$ cat config.mk
export PLATFORM = sky130hd
export DESIGN_NAME = fifo_rd_streamer_flat
export DESIGN_NICKNAME = d
export VERILOG_FILES = /design/src/rtl/fifo_rd_streamer_if.sv /design/src/rtl/fifo_rd_streamer.sv /design/src/flat_wrapper.sv
export SDC_FILE = /design/constraint.sdc
export NUM_CORES = 1
export LEC_CHECK = 0
export BUFFER_PORTS_ARGS = -buffer_cell sky130_fd_sc_hd__buf_2
export CAP_MARGIN = 20
export CORE_MARGIN = 2
export CORE_UTILIZATION = 40
export DETAILED_ROUTE_END_ITERATION = 16
export PLACE_DENSITY = 0.65
export SETUP_SLACK_MARGIN = 0.5
export SLEW_MARGIN = 0
export SYNTH_ARGS = -nofsm -noshare
export SYNTH_HDL_FRONTEND = slang
export SYNTH_SLANG_ARGS = --single-unit
$ cat constraint.sdc
create_clock -name clk -period 3.95 [get_ports clk]
set_input_delay 0.1975 -clock clk [delete_from_list [all_inputs] [get_ports clk]]
set_output_delay 0.1975 -clock clk [all_outputs]
set_load 0.02 [all_outputs]
$ cat src/rtl/fifo_rd_streamer_if.sv
// Stream-side valid/ready bundle for fifo_rd_streamer.
// master: the streamer driving data toward the consumer.
// slave: the downstream consumer.
interface fifo_rd_streamer_if #(
  parameter int FIFO_WIDTH = 16
);
  logic [FIFO_WIDTH-1:0] m_data;
  logic                  m_valid;
  logic                  m_ready;
  logic                  m_last;

  modport master (output m_data, output m_valid, output m_last, input m_ready);
  modport slave  (input m_data, input m_valid, input m_last, output m_ready);
endinterface

$ cat src/rtl/fifo_rd_streamer.sv
// Read-side drain stage for a 1-cycle-latency synchronous FIFO.
// Reads are issued against registered occupancy, so m_ready never reaches
// fifo_rd_en combinationally. The 3-entry skid buffer absorbs the words
// already requested when the consumer stalls. Bursts are marked with m_last,
// delivered beats are counted, and FIFO underflow is latched as a sticky flag.
module fifo_rd_streamer #(
  parameter int FIFO_WIDTH = 16,
  parameter int BURST_LEN  = 4,
  parameter int CNT_WIDTH  = 16
) (
  input  logic                  clk,
  input  logic                  rst,
  input  logic                  en,
  input  logic [FIFO_WIDTH-1:0] fifo_data_out,
  input  logic                  fifo_empty,
  input  logic                  fifo_underflow,
  output logic                  fifo_rd_en,
  fifo_rd_streamer_if.master    m,
  output logic [CNT_WIDTH-1:0]  beat_cnt,
  output logic                  err_underflow
);

  localparam int BCNT_W = (BURST_LEN > 1) ? $clog2(BURST_LEN) : 1;
  localparam logic [BCNT_W-1:0] BCNT_MAX = BCNT_W'(BURST_LEN - 1);

  logic [FIFO_WIDTH-1:0] skid_r [3];
  logic [1:0]            head_r;
  logic [1:0]            tail_r;
  logic [1:0]            occ_r;
  logic                  inflight_r;
  logic [BCNT_W-1:0]     bcnt_r;
  logic [CNT_WIDTH-1:0]  beat_cnt_r;
  logic                  err_r;

  logic                  valid_s;
  logic                  xfer_s;
  logic                  room_s;
  logic                  rd_en_s;

  // Circular pointer over the three skid slots.
  function automatic logic [1:0] ptr_inc(input logic [1:0] p);
    if (p == 2'd2) begin
      ptr_inc = 2'd0;
    end else begin
      ptr_inc = p + 2'd1;
    end
  endfunction

  assign valid_s = (occ_r != 2'd0);
  assign xfer_s  = valid_s & m.m_ready;
  // Words buffered plus the one possibly on the FIFO bus must leave a free slot.
  assign room_s  = (({1'b0, occ_r} + {2'b00, inflight_r}) < 3'd3);

  // Read request from registered state and the FIFO flag; forced low in reset.
  always_comb begin
    rd_en_s = 1'b0;
    if (rst) begin
      rd_en_s = 1'b0;
    end else if (en && !fifo_empty && room_s) begin
      rd_en_s = 1'b1;
    end else begin
      rd_en_s = 1'b0;
    end
  end

  // Remember that a read was issued so its data is captured next cycle.
  always_ff @(posedge clk or posedge rst) begin
    if (rst) begin
      inflight_r <= 1'b0;
    end else begin
      inflight_r <= rd_en_s;
    end
  end

  // Capture returning FIFO data at the skid buffer tail.
  always_ff @(posedge clk or posedge rst) begin
    if (rst) begin
      skid_r[0] <= '0;
      skid_r[1] <= '0;
      skid_r[2] <= '0;
      tail_r    <= 2'd0;
    end else if (inflight_r) begin
      skid_r[tail_r] <= fifo_data_out;
      tail_r         <= ptr_inc(tail_r);
    end else begin
      tail_r <= tail_r;
    end
  end

  // Advance the head on transfer and track occupancy for capture/transfer mixes.
  always_ff @(posedge clk or posedge rst) begin
    if (rst) begin
      head_r <= 2'd0;
      occ_r  <= 2'd0;
    end else begin
      if (xfer_s) begin
        head_r <= ptr_inc(head_r);
      end else begin
        head_r <= head_r;
      end
      case ({inflight_r, xfer_s})
        2'b10:   occ_r <= occ_r + 2'd1;
        2'b01:   occ_r <= occ_r - 2'd1;
        default: occ_r <= occ_r;
      endcase
    end
  end

  // Position within the current burst; wraps after the last beat.
  always_ff @(posedge clk or posedge rst) begin
    if (rst) begin
      bcnt_r <= '0;
    end else if (xfer_s) begin
      if (bcnt_r == BCNT_MAX) begin
        bcnt_r <= '0;
      end else begin
        bcnt_r <= bcnt_r + BCNT_W'(1);
      end
    end else begin
      bcnt_r <= bcnt_r;
    end
  end

  // Free-running count of delivered beats, wrapping naturally.
  always_ff @(posedge clk or posedge rst) begin
    if (rst) begin
      beat_cnt_r <= '0;
    end else if (xfer_s) begin
      beat_cnt_r <= beat_cnt_r + CNT_WIDTH'(1);
    end else begin
      beat_cnt_r <= beat_cnt_r;
    end
  end

  // Sticky underflow flag; only reset clears it.
  always_ff @(posedge clk or posedge rst) begin
    if (rst) begin
      err_r <= 1'b0;
    end else if (fifo_underflow) begin
      err_r <= 1'b1;
    end else begin
      err_r <= err_r;
    end
  end

  assign fifo_rd_en    = rd_en_s;
  assign m.m_valid     = valid_s;
  assign m.m_data      = skid_r[head_r];
  assign m.m_last      = valid_s & (bcnt_r == BCNT_MAX);
  assign beat_cnt      = beat_cnt_r;
  assign err_underflow = err_r;

endmodule

$ cat src/flat_wrapper.sv
// flat-port wrapper written by rule: the top's interface ports become plain ports
module fifo_rd_streamer_flat 
#(
  parameter int FIFO_WIDTH = 16,
  parameter int BURST_LEN  = 4,
  parameter int CNT_WIDTH  = 16
)
  (clk, rst, en, fifo_data_out, fifo_empty, fifo_underflow, fifo_rd_en, beat_cnt, err_underflow, m_m_data, m_m_valid, m_m_last, m_m_ready);
  fifo_rd_streamer_if #(.FIFO_WIDTH(FIFO_WIDTH)) m_i ();
  input  logic clk;
  input  logic rst;
  input  logic en;
  input  logic [FIFO_WIDTH-1:0] fifo_data_out;
  input  logic fifo_empty;
  input  logic fifo_underflow;
  output logic fifo_rd_en;
  output logic [CNT_WIDTH-1:0] beat_cnt;
  output logic err_underflow;
  output wire logic [$bits(m_i.m_data)-1:0] m_m_data;
  output wire logic [$bits(m_i.m_valid)-1:0] m_m_valid;
  output wire logic [$bits(m_i.m_last)-1:0] m_m_last;
  input wire logic [$bits(m_i.m_ready)-1:0] m_m_ready;
  assign m_m_data = m_i.m_data;
  assign m_m_valid = m_i.m_valid;
  assign m_m_last = m_i.m_last;
  assign m_i.m_ready = m_m_ready;
  fifo_rd_streamer #(.FIFO_WIDTH(FIFO_WIDTH), .BURST_LEN(BURST_LEN), .CNT_WIDTH(CNT_WIDTH)) u_core (.clk(clk), .rst(rst), .en(en), .fifo_data_out(fifo_data_out), .fifo_empty(fifo_empty), .fifo_underflow(fifo_underflow), .fifo_rd_en(fifo_rd_en), .m(m_i), .beat_cnt(beat_cnt), .err_underflow(err_underflow));
endmodule
# ---- Yosys cells after proc, flatten, opt, wreduce, memory -nomap -nowiden
# Index checks and enable logic that the tools add are counted.
dict set report op_classes {
  n_mux 12
  reduce_logical 6
  bitwise 4
  order_cmp 4
  addsub 7
  n_eq_ne 5
}
# op n
set op_table {}
lappend op_table {{48-bit bitwise mux} 1}
lappend op_table {{16-bit two-way mux} 3}
lappend op_table {{16-bit binary-select mux with 2-bit select} 1}
lappend op_table {{16-bit demux with 2-bit select} 1}
lappend op_table {{16-bit by 1-bit adder with 16-bit output, second input constant} 1}
lappend op_table {{2-bit by 1-bit adder with 2-bit output, second input constant} 4}
lappend op_table {{2-bit equality test, second input constant} 4}
lappend op_table {{3-bit >= comparator, second input constant} 2}
lappend op_table {{2-bit two-way mux} 3}
lappend op_table {{2-bit NOT with 3-bit output} 2}
lappend op_table {{2-bit one-hot mux with 2 select lines} 1}
lappend op_table {{2-bit nonzero test} 2}
lappend op_table {{2-bit by 1-bit adder with 3-bit output} 1}
lappend op_table {{1-bit logical AND} 3}
lappend op_table {{3-bit by 1-bit less-than comparator with 1-bit output, second input constant} 1}
lappend op_table {{3-bit by 2-bit less-than comparator with 1-bit output, second input constant} 1}
lappend op_table {{1-bit bitwise AND} 2}
lappend op_table {{2-bit by 1-bit equality test with 1-bit output, second input constant} 1}
lappend op_table {{1-bit two-way mux} 2}
lappend op_table {{2-bit by 1-bit subtractor with 2-bit output, second input constant} 1}
lappend op_table {{1-bit zero test} 1}
dict set report word_totals {
  regBits 74
  wordCells 48
  output_inout_bits 36
}

# ---- Longest topological paths before layout
# Gate-level depths: netlist of the first run.
dict set report logic_depth {
  word_depth 6
  depth_mapped 7
  mapped_depth_nobuf 7
}

# ---- Worst setup path after synthesis of the first run
# Ideal clock, no wire load.
dict set report synth_timing {
  path_kind {reg-to-output}
  from {register u_core.inflight_r}
  to {output fifo_rd_en}
  n_path_buf 0
  setup_slack_ps 1994
  required_time_ps 3753
  t_arrival_ps 1759
  stages_incl_launch_ff 5
  cell_sequence {dfrtp_1 -> ha_1 -> ha_1 -> or4b_2 -> a21oi_1}
}
dict set report synth_via {
  elab_chain_cells 5
}
# element line_no
set synth_rtl {}
lappend synth_rtl {{start: declaration} fifo_rd_streamer.sv:30} ;# logic inflight_r;
lappend synth_rtl {{start signal: assignment} fifo_rd_streamer.sv:71} ;# inflight_r <= rd_en_s;
lappend synth_rtl {{2-bit by 1-bit adder with 3-bit output} fifo_rd_streamer.sv:52} ;# assign room_s = (({1'b0, occ_r} + {2'b00, inflight_r}) < 3'd3);
lappend synth_rtl {{3-bit by 2-bit less-than comparator with 1-bit output} fifo_rd_streamer.sv:52}
lappend synth_rtl {{1-bit logical AND} fifo_rd_streamer.sv:59} ;# end else if (en && !fifo_empty && room_s) begin
lappend synth_rtl {{1-bit two-way mux} fifo_rd_streamer.sv:59}
lappend synth_rtl {{1-bit two-way mux} fifo_rd_streamer.sv:57} ;# if (rst) begin
lappend synth_rtl {{end: declaration} flat_wrapper.sv:16} ;# output logic fifo_rd_en;
# No other way between the ends.

# ---- Final worst setup path of the first run
dict set report layout_timing {
  from {register u_core.head_r[0]}
  to {output m_m_data[10]}
}
dict set report layout_via {
  elab_chain_cells 4
}
# element line_no
set layout_rtl {}
lappend layout_rtl {{start: declaration} fifo_rd_streamer.sv:27} ;# logic [1:0] head_r;
lappend layout_rtl {{start signal: assignment} fifo_rd_streamer.sv:97} ;# head_r <= ptr_inc(head_r);
lappend layout_rtl {{start signal: assignment} fifo_rd_streamer.sv:99} ;# head_r <= head_r;
lappend layout_rtl {{2-bit NOT with 3-bit output (implied by the code)} fifo_rd_streamer.sv:148} ;# assign m.m_data = skid_r[head_r];
lappend layout_rtl {{16-bit binary-select mux with 2-bit select} fifo_rd_streamer.sv:148}
lappend layout_rtl {{16-bit two-way mux (implied by the code) (2 in a row)} fifo_rd_streamer.sv:148}
lappend layout_rtl {{end: declaration} flat_wrapper.sv:19} ;# output wire logic [$bits(m_i.m_data)-1:0] m_m_data;
# No other way between the ends. The select of a mux whose other input is x is not followed.

==> results of run 1 <==
[cells in the mapped netlist (all sizes together) (2+ instances only)]
| master | count | share of area, % |
|---|---|---|
| a21o | 3 | 0.67 |
| or2 | 2 | 0.45 |
| dfrtp | 74 | 55 |
| nand2 | 31 | 4.0 |
| o21ai | 17 | 2.5 |
| xor2 | 4 | 1.3 |
| nand3 | 6 | 0.90 |
| clkbuf | 3 | 0.34 |
| mux2i | 16 | 4.8 |
| nor2 | 2 | 0.22 |
| buf | 9 | 1.8 |
| and4 | 3 | 0.86 |
| mux2 | 48 | 17 |
| xnor2 | 14 | 3.7 |
| nor3 | 4 | 0.94 |
| ha | 5 | 1.9 |
| nand4 | 5 | 0.94 |
| and3 | 2 | 0.37 |
| inv | 5 | 0.64 |
[cell usage in the layout (no fill, tap or decap), drive strengths merged, types with 4 or more instances in the layout]
cell type	count
nand2	31
clkbuf	10
mux2i	16
ha	5
nand3	6
dfrtp	74
o21ai	17
nor3	4
xor2	4
inv	5
nand4	5
mux2	48
buf	60
xnor2	14
[cells by family (layout without fill, tap and decap cells)]
family          count (synthesis)  count (layout)
flops                          74              74
xor+xnor                       18              18
simple gates                   59              59
compound gates                 21              21
mux                            64              64
buf+inv                        17              81
fa+ha+maj                       5               5
[power by group through the flow]
stage	clock, mW	combinational, mW	sequential (mW)
2_1_floorplan	0	0.925	1.28
3_3_place_gp	0	1.24	1.31
3_5_place_dp	0	1.26	1.32
4_1_cts	0.723	1.26	1.31
5_1_grt	0.754	1.37	1.36
6_report	0.703	1.24	1.31
[metal layers]
layer  wire [um]  GRT usage, %  vias to the layer above
li1            -             -                     1018
met3         380         4.901                       11
met2        2866         22.83                       49
met5           0             0                        -
met1        3077         22.27                     1043
met4         118         6.429                        0
[through the flow]
stage	power, mW	hold slack, ps	setup WS, ps	cell area [sq um]	util (%)
final	3.260	-9.751	1503	3951	48.33
after global routing	3.490	32.18	1303	3951	48.33
after CTS	3.302	11.76	1459	3951	48.33
after detailed placement	2.586	391.8	1869	3709	45.36
after global placement	2.553	386.7	1977	3709	45.36
after floorplan	2.206	306.8	1871	3341	-
[path summary, 6_finish.rpt]
check                                       end  cells after the start
min in group clk           u_core.err_underflow                      2
setup reg to reg              u_core.skid_r[15]                      3
hold / removal             u_core.err_underflow                      2
max in group asynchronous     u_core.skid_r[46]                      3
setup / recovery                   m_m_data[10]                      5
hold reg to reg            u_core.err_underflow                      1
[final cells by class]
class                   instances  area [sq um]
fillers                       754          4224
flip-flops and latches         74          1852
multi-input cells             167          1396
repair buffers                 60         307.8
well taps                     105         131.4
clock buffers                  10         127.6
clock inverters                 6         115.1
inverters                       5         21.27
[sequential cells by signal, indices dropped and copies added, names as in the netlist]
name,cells
u_core.occ_r,2
u_core.head_r,2
u_core.bcnt_r,2
u_core.err_underflow,1
u_core.tail_r,2
u_core.inflight_r,1
u_core.skid_r,48
u_core.beat_cnt,16
==> qor.yml, run 1 <==
synthesis:
  yosys_warnings: 0
  synth_fa_ha_area_share_pct: 1.873
  synth_cells: 258
  synth_mux_area_share_pct: 22.10
  syn-num-nets: 285
  yosys.area_share.simple_pct: 9.513
  synth_seq_area_share_pct: 55.43
  yosys_most_used_dff: "dfrtp_1"
  avgSynthCellArea_sq_um: 12.95
  synth-compound-area-share_pct: 3.371
  synthDistinctLibCells: 34
  synth_async_sr_flop_share_pct: 100.0
  synth_top_family_by_area: "multiplexers"
  ys_ff_latch: 74
  synth_edf_count: 0
  synth_xor_area_share_pct: 4.944
  syn-cell-area_sq_um: 3341
power:
  pwr-share-comb_pct: 38.1
  leakage_nw: 1.859
  internal_power_mw: 2.083
  vdd_drop_max_uv: 370.0
  switching_share_pct: 36.09
  p_seq_share_pct: 40.3
  p_per_area_nw_per_um2: 825.0
  netSwitchingPower_mw: 1.176
  power.share.clock_pct: 21.6
clock_tree:
  numCtsBuffers: 9
  cts_tree: "yes"
  htree_levels: 3
  post_cts_buffers: 0
  worstSkewPairLatency_ps: 350
  path_clk_slew_ps: 70
  clockBufferDepth: 2
  cts-resized-gates: 0
  cts.sinks: 74
  hold_buffers: 0
  cts_root_buffer: "clkbuf_8"
run_status:
  outcome: "finished with violations"
  violations: "hold timing"
grt:
  grtUsageTotal_pct: 15.83
  grt_pass1_wl_um: 10920
  grt_max_degree: 39
  overflow: 0
  antenna_found_initial: 0
  grt_pass1_vias: 2216
sta:
  hold_viol: 11
  fmax_mhz: 408.6
  max-slew-margin-rel_pct: 34.06
  period_share_pct: 61.96
  period_minus_slack_ps: 2447
  slew_viol_final: 0
  clock_skew_ps: 10.07
  worst_slew_pin_slew_ps: 989.1
  rsz0062_at_grt: "false"
  setup_tns_ps: 0
  setup_viol: 0
  hold_ws_ps: -9.751
setup_path:
  path_buf_inv: 2
  cp-end-kind: "output pin"
  crit_family: "flip-flops"
  worst_path_max_delay_cell: "dfrtp_1"
  r2r_slack_ps: 2120
  max_stage_delay_ps: 750
  start_kind: "register"
  path_class: "reg2out"
  worstPathArrival_ps: 2250
  worstPathRequired_ps: 3750
  path_max_fanout: 19
  startpoint: "u_core.head_r[0]"
  regToRegStartpoint: "u_core.inflight_r"
  crit_path_cell_trace: "nor2b_1 > buf_4 > nand2_1 > o21ai_0 > buf_2"
route:
  routedWlPerCell_um: 15.09
  wirelength_um: 6442
  num_vias: 2121
  drt_first_pass_iters: 4
  drc_errors: 0
  via_per_inst: 4.967
  ant_nets: 0
  drtIter0Drc: 59
final_layout:
  syn_to_final_growth_pct: 18.28
  layout-drive-gt1-share_pct: 41.30
  nets: 344
  diodes: 0
  fin_cells: 427
min_path:
  hold_class: "in2async"
die:
  start_util_pct: 40.86
  boundaryPins: 58
  die_height_um: 95.39
  core_sq_um: 8175
  die-area_sq_um: 9098
  floorplan.rows: 33
  dieWidth_um: 95.39
placement:
  io_buffers: 57
  gp_congestion: 0.7176
  hpwl_um: 4292
  dp_cells: 411
flow_run:
  cap_violations: 0
Note: power is estimated with default switching activity, not from simulation.
==> run 2, diff against run 1 <==
--- a/config.mk
+++ b/config.mk
@@ -10,7 +10,7 @@
 export CORE_MARGIN = 2
 export CORE_UTILIZATION = 40
 export DETAILED_ROUTE_END_ITERATION = 16
-export PLACE_DENSITY = 0.65
+export PLACE_DENSITY = 0.68
 export SETUP_SLACK_MARGIN = 0.5
 export SLEW_MARGIN = 0
 export SYNTH_ARGS = -nofsm -noshare
==> constraint.sdc (replaced) <==
create_clock -name clk -period 2.1 [get_ports clk]
set_input_delay 0.105 -clock clk [delete_from_list [all_inputs] [get_ports clk]]
set_output_delay 0.105 -clock clk [all_outputs]
set_load 0.02 [all_outputs]
==> run 2 against run 1 <==
The flow now finishes without violations. Clock skew is 2.2 ps lower. Global-route usage rose by 1.0 points. Non-clock buffer count rose by 22. Final cell count increased by 5.2%. Critical path depth is the same. Cell area is 14% higher. Critical path type unchanged. Critical endpoint is now fifo_rd_en. Largest power group is now combinational logic. Highest routed layer unchanged.
==> qor.yml, run 2 (same netlist as run 1, synthesis figures left out) <==
die:
  die-area_sq_um: 9098  # unchanged
  dieWidth_um: 95.39  # unchanged
  boundaryPins: 58  # unchanged
  start_util_pct: 40.86  # unchanged
  floorplan.rows: 33  # unchanged
  die_height_um: 95.39  # unchanged
  core_sq_um: 8175  # unchanged
setup_path:
  worstPathRequired_ps: 2000  # -1750 ps
  max_stage_delay_ps: 520  # -230 ps
  path_class: "reg2out"
  path_max_fanout: 2  # -17
  crit_path_cell_trace: "ha_2 > ha_4 > or4b_4 > a21oi_4 > buf_6"
  path_buf_inv: 1  # -1
  r2r_slack_ps: 520  # -1600 ps
  start_kind: "register"
  worst_path_max_delay_cell: "or4b_4"
  cp-end-kind: "output pin"
  worstPathArrival_ps: 1890  # -360 ps
  crit_family: "simple AND/OR/NAND/NOR gates"
sta:
  rsz0062_at_grt: "true"
  worst_slew_pin_slew_ps: 361.6  # -627.5 ps
  slew_viol_final: 0  # unchanged
  setup_viol: 0  # unchanged
  clock_skew_ps: 7.880  # -2.193 ps
  fmax_mhz: 502.4
  period_share_pct: 94.78
  setup_tns_ps: 0  # unchanged
  hold_viol: 0  # -11
  period_minus_slack_ps: 1990
  hold_ws_ps: 16.93  # +26.68 ps
  max-slew-margin-rel_pct: 75.89  # +42 points
final_layout:
  design_area_sq_um: 4499  # +14%
  diodes: 0  # unchanged
  syn_to_final_growth_pct: 34.68
  top_register: "u_core.skid_r"
  final_cell_mix: "dfrtp_1 (74), buf_2 (40), mux2_2 (38)"
  largest_reg_flops: 48  # unchanged
  utilization_pct: 55.04  # +6.7 points
  nets: 366  # +6.4%
  layout-drive-gt1-share_pct: 56.10  # +15 points
  final_common_cell: "dfrtp_1"
clock_tree:
  cts.sinks: 74  # unchanged
  numCtsBuffers: 9  # unchanged
  worstSkewPairLatency_ps: 350  # about the same
  cts_root_buffer: "clkbuf_8"
  clockBufferDepth: 2  # unchanged
  htree_levels: 3  # unchanged
  cts_tree: "yes"
  path_clk_slew_ps: 80  # about the same
grt:
  overflow: 0  # unchanged
  grt_pass1_wl_um: 11470  # +5.0%
  grt_max_degree: 47  # +21%
  antenna_found_initial: 0  # unchanged
  grtUsageTotal_pct: 16.85  # +1.0 points
  grt_pass1_vias: 2328  # +5.1%
power:
  vdd_drop_max_uv: 844.3  # +130%
  p_per_area_nw_per_um2: 1616  # +96%
  leakage_nw: 2.085  # +12%
  fin_total_pwr_mw: 7.273  # +120%
route:
  wirelength_um: 7044  # +9.3%
  drtIter0Drc: 62  # +5.1%
  via_per_inst: 5.071  # +2.1%
  num_vias: 2277  # +7.4%
  drc_errors: 0  # unchanged
  ant_nets: 0  # unchanged
  drt_first_pass_iters: 4  # unchanged
  routedWlPerCell_um: 15.69  # +4.0%
placement:
  io_buffers: 57  # unchanged
  gp_congestion: 0.7318  # +2.0%
  hpwl_um: 4455  # +3.8%
  placed_area_sq_um: 3792  # +2.3%
flow_run:
  cap_violations: 0  # unchanged
min_path:
  hold_class: "in2reg"
run_status:
  outcome: "completed"
==> run 2: changes by cell type in the layout (fill, tap and decap cells not counted), moves of 11 or more <==
cell / previous run / this run
o21ai_0: 17 / 1
buf_2: 57 / 40
o21ai_2: 0 / 11
buf_4: 3 / 15
nand2_1: 30 / 15
buf_6: 0 / 19
==> run 2: worst register-to-register path: stages (launching register included) <==
cell     delay (ps)
dfrtp_1         400
ha_2            200
ha_4            150
or4b_4          520
a21oi_4         140
buf_4           120
==> run 2: what timing repair did <==
item / CTS / global route
endpoints found under the hold margin: 29 / 0
setup buffers: 8 / 3
gates cloned: 1 / 0
resized for setup: 64 / 48
hold buffers: 3 / 0
endpoints found under the setup margin: 17 / 42
pin swaps: 10 / 14
==> run 2: final timing paths <==
path	startpoint	to	cells after the start
max in group asynchronous	rst	u_core.skid_r[1]	4
setup / recovery	u_core.inflight_r	fifo_rd_en	5
hold reg to reg	u_core.err_underflow	u_core.err_underflow	1
setup reg to reg	u_core.inflight_r	u_core.inflight_r	5
min in group asynchronous	rst	u_core.skid_r[29]	4
hold / removal	fifo_data_out[9]	u_core.skid_r[41]	2
==> run 2: cell type report <==
class,count,area (sq um)
fill,711,3676
clock inverter,5,77.57
sequential,74,1852
clock buffer,11,141.4
tap,105,131.4
timing repair buffer,82,656.9
multi-input combinational,167,1613
inverter,5,27.53
==> run 2: report_power, final <==
part / internal (mW) / switching [mW]
sequential: 2.04 / 0.454
clock: 0.698 / 0.520
combinational: 1.88 / 1.69
total: 4.61 / 2.66
==> run 2: routing by layer <==
| metal | track usage [%] | wire [um] |
|---|---|---|
| met5 | 0 | 0 |
| met2 | 26.41 | 3386 |
| met1 | 22.26 | 3178 |
| met4 | 6.786 | 99 |
| met3 | 4.585 | 379 |
==> run 2: through the flow <==
step,setup WS (ps),std cells
2_1_floorplan,506.3,258
3_3_place_gp,394.7,418
3_5_place_dp,354.9,418
4_1_cts,87.99,446
5_1_grt,36.33,449
6_report,109.6,449
==> run 3, diff against run 2 <==
--- a/config.mk
+++ b/config.mk
@@ -8,9 +8,9 @@
 export BUFFER_PORTS_ARGS = -buffer_cell sky130_fd_sc_hd__buf_2
 export CAP_MARGIN = 20
 export CORE_MARGIN = 2
-export CORE_UTILIZATION = 40
+export CORE_UTILIZATION = 50
 export DETAILED_ROUTE_END_ITERATION = 16
-export PLACE_DENSITY = 0.68
+export PLACE_DENSITY = 0.8
 export SETUP_SLACK_MARGIN = 0.5
 export SLEW_MARGIN = 0
 export SYNTH_ARGS = -nofsm -noshare
==> run 3 against run 2 <==
The flow now finishes with violations (DRC). Cell area down 4.3%. Clock skew shrank 3.8 ps. Register-to-register slack lost 100 ps. First-iteration DRC count rose by 1.6%. Routed wire length shrank 8.4%. Sequential share of layout area increased by 1.9 points. Clock power increased by 8%. Via count fell by 2.8%. Maximum frequency rose by 0.73%. Critical path depth unchanged. Clock-buffer cell count fell by 1. Worst hold slack worse by 4.0 ps.
==> qor.yml, run 3 (same netlist as run 1, synthesis figures left out) <==
power:
  switching_share_pct: 35.48  # -1.1 points
  netSwitchingPower_mw: 2.453  # -7.9%
  leakage_nw: 1.996  # -4.3%
  vdd_drop_max_uv: 846.6  # +0.27%
  power.share.clock_pct: 19.1  # +2.4 points
  fin_total_pwr_mw: 6.912  # -5.0%
  p_per_area_nw_per_um2: 1605  # -0.70%
  pwr-share-comb_pct: 45.2  # -3.8 points
  internal_power_mw: 4.459  # -3.2%
  p_seq_share_pct: 35.8  # +1.6 points
setup_path:
  cp-end-kind: "output pin"
  worstPathArrival_ps: 1870  # -20 ps
  crit_family: "simple AND/OR/NAND/NOR gates"
  path_buf_inv: 1  # unchanged
  start_kind: "register"
  path_class: "reg2out"
  worst_path_max_delay_cell: "or4b_4"
  crit_top_cell: "ha_2"
  max_stage_delay_ps: 520  # about the same
  path_max_fanout: 2  # unchanged
  crit_path_cell_trace: "ha_2 > ha_2 > or4b_4 > a21oi_4 > buf_6"
  worstPathRequired_ps: 2000  # about the same
die:
  dieWidth_um: 85.74  # -10%
  die_height_um: 85.74  # -10%
  boundaryPins: 58  # unchanged
  start_util_pct: 52.02  # +11 points
  die-area_sq_um: 7351  # -19%
  floorplan.rows: 29  # -12%
  core_sq_um: 6422  # -21%
final_layout:
  top_register: "u_core.skid_r"
  largest_reg_flops: 48  # unchanged
  multi_input_area_sq_um: 1543  # -4.3%
  nFillCells: 472  # -34%
  syn_to_final_growth_pct: 28.91
  seqCellArea_sq_um: 1853  # about the same
  diodes: 0  # unchanged
  final_common_cell: "dfrtp_1"
  final_cell_mix: "dfrtp_1 (73), buf_2 (39), mux2_2 (38)"
  layout-drive-gt1-share_pct: 54.14  # -2.0 points
  nets: 361  # -1.4%
route:
  drt_first_pass_iters: 10  # +6
  wirelength_um: 6450  # -8.4%
  routedWlPerCell_um: 15.54  # -0.93%
  drtIter0Drc: 63  # +1.6%
  ant_nets: 0  # unchanged
  num_vias: 2214  # -2.8%
  via_per_inst: 5.335  # +5.2%
  drc_errors: 5  # +5
placement:
  io_buffers: 57  # unchanged
  gp_congestion: 0.7177  # -1.9%
  hpwl_um: 4006  # -10%
flow_run:
  cap_violations: 0  # unchanged
sta:
  period_share_pct: 94.10  # -0.68 points
  hold_viol: 0  # unchanged
  period_minus_slack_ps: 1976  # -14.35 ps
  clock_skew_ps: 4.050  # -3.830 ps
  setup_tns_ps: 0  # unchanged
  slew_viol_final: 0  # unchanged
  max-slew-margin-rel_pct: 34.53  # -41 points
  fmax_mhz: 506.0  # +0.73%
  worst_slew_pin_slew_ps: 978.7  # +617.1 ps
  rsz0062_at_grt: "true"
  setup_viol: 0  # unchanged
grt:
  grt_max_degree: 54  # +15%
  overflow: 0  # unchanged
  grt_pass1_wl_um: 10600  # -7.6%
  antenna_found_initial: 0  # unchanged
  grt_pass1_vias: 2229  # -4.3%
  grtUsageTotal_pct: 18.81  # +2.0 points
min_path:
  hold_class: "in2reg"
clock_tree:
  worstSkewPairLatency_ps: 340  # about the same
  cts_root_buffer: "clkbuf_8"
  numCtsBuffers: 9  # unchanged
  path_clk_slew_ps: 70  # about the same
  cts.sinks: 74  # unchanged
  clockBufferDepth: 2  # unchanged
  htree_levels: 3  # unchanged
  cts_tree: "yes"
run_status:
  outcome: "finished with violations"
  violations: "DRC"
## run 3: final timing paths
kind                                      start                   end  slack, ps  cells past startpoint
setup reg to reg                u_core.occ_r[0]    u_core.beat_cnt[7]        420                      8
hold / removal                 fifo_data_out[3]      u_core.skid_r[3]         10                      2
hold reg to reg            u_core.err_underflow  u_core.err_underflow        460                      1
min in group asynchronous                   rst     u_core.skid_r[43]        430                      4
max in group asynchronous                   rst    u_core.beat_cnt[0]        960                      3
setup / recovery              u_core.inflight_r            fifo_rd_en        120                      5
## run 3: cell type report
class / instances / area share (%)
Clock buffer: 10 / 3.196
Clock inverter: 5 / 2.382
Inverter: 5 / 0.6392
Multi-Input combinational cell: 167 / 35.82
Sequential cell: 74 / 43.03
Tap cell: 77 / 2.237
Timing Repair Buffer: 77 / 12.70
## run 3: routing by layer
| layer | share of wire [%] | track usage (%) | wire length, um |
|---|---|---|---|
| met5 | 0 | 0 | 0 |
| met4 | 1.5 | 6.061 | 94 |
| met3 | 5.6 | 6.160 | 361 |
| met2 | 49 | 30.40 | 3188 |
| met1 | 43 | 24.18 | 2805 |
## run 3: power groups by stage
stage,clock network [mW],registers (mW),logic [mW]
after CTS,1.35,2.43,2.66
after detailed placement,0,2.45,2.46
after global routing,1.40,2.54,3.39
after floorplan,0,2.41,1.76
after global placement,0,2.41,2.41
final,1.32,2.47,3.12
## run 3: through the flow
step | worst slack [ps] | instances | instance area (sq um) | util, % | hold WS, ps
after floorplan | 506.3 | 258 | 3359 | - | 214.3
after global placement | 399.8 | 388 | 3742 | 58.27 | 171.6
after detailed placement | 375.8 | 388 | 3742 | 58.27 | 187.1
after CTS | 77.37 | 412 | 4109 | 63.98 | 1.214
after global routing | 84.12 | 415 | 4307 | 67.06 | 12.50
final | 123.9 | 415 | 4307 | 67.06 | 12.93
## run 3: what timing repair did
item,4_1_cts,5_1_grt
endpoints found under the setup margin,19,31
gates resized for setup,20,66
endpoints found under the hold margin,22,0
pin swaps,7,7
cloned,1,0
hold buffers,3,0
buffers inserted,5,3
## run 3: worst register-to-register path: stages, from the launching register on
cell	delay, ps
dfrtp_1	390
buf_4	140
buf_6	120
or2_4	270
nand2_8	90
inv_6	50
and3_4	190
and4_4	200
xor2_2	130
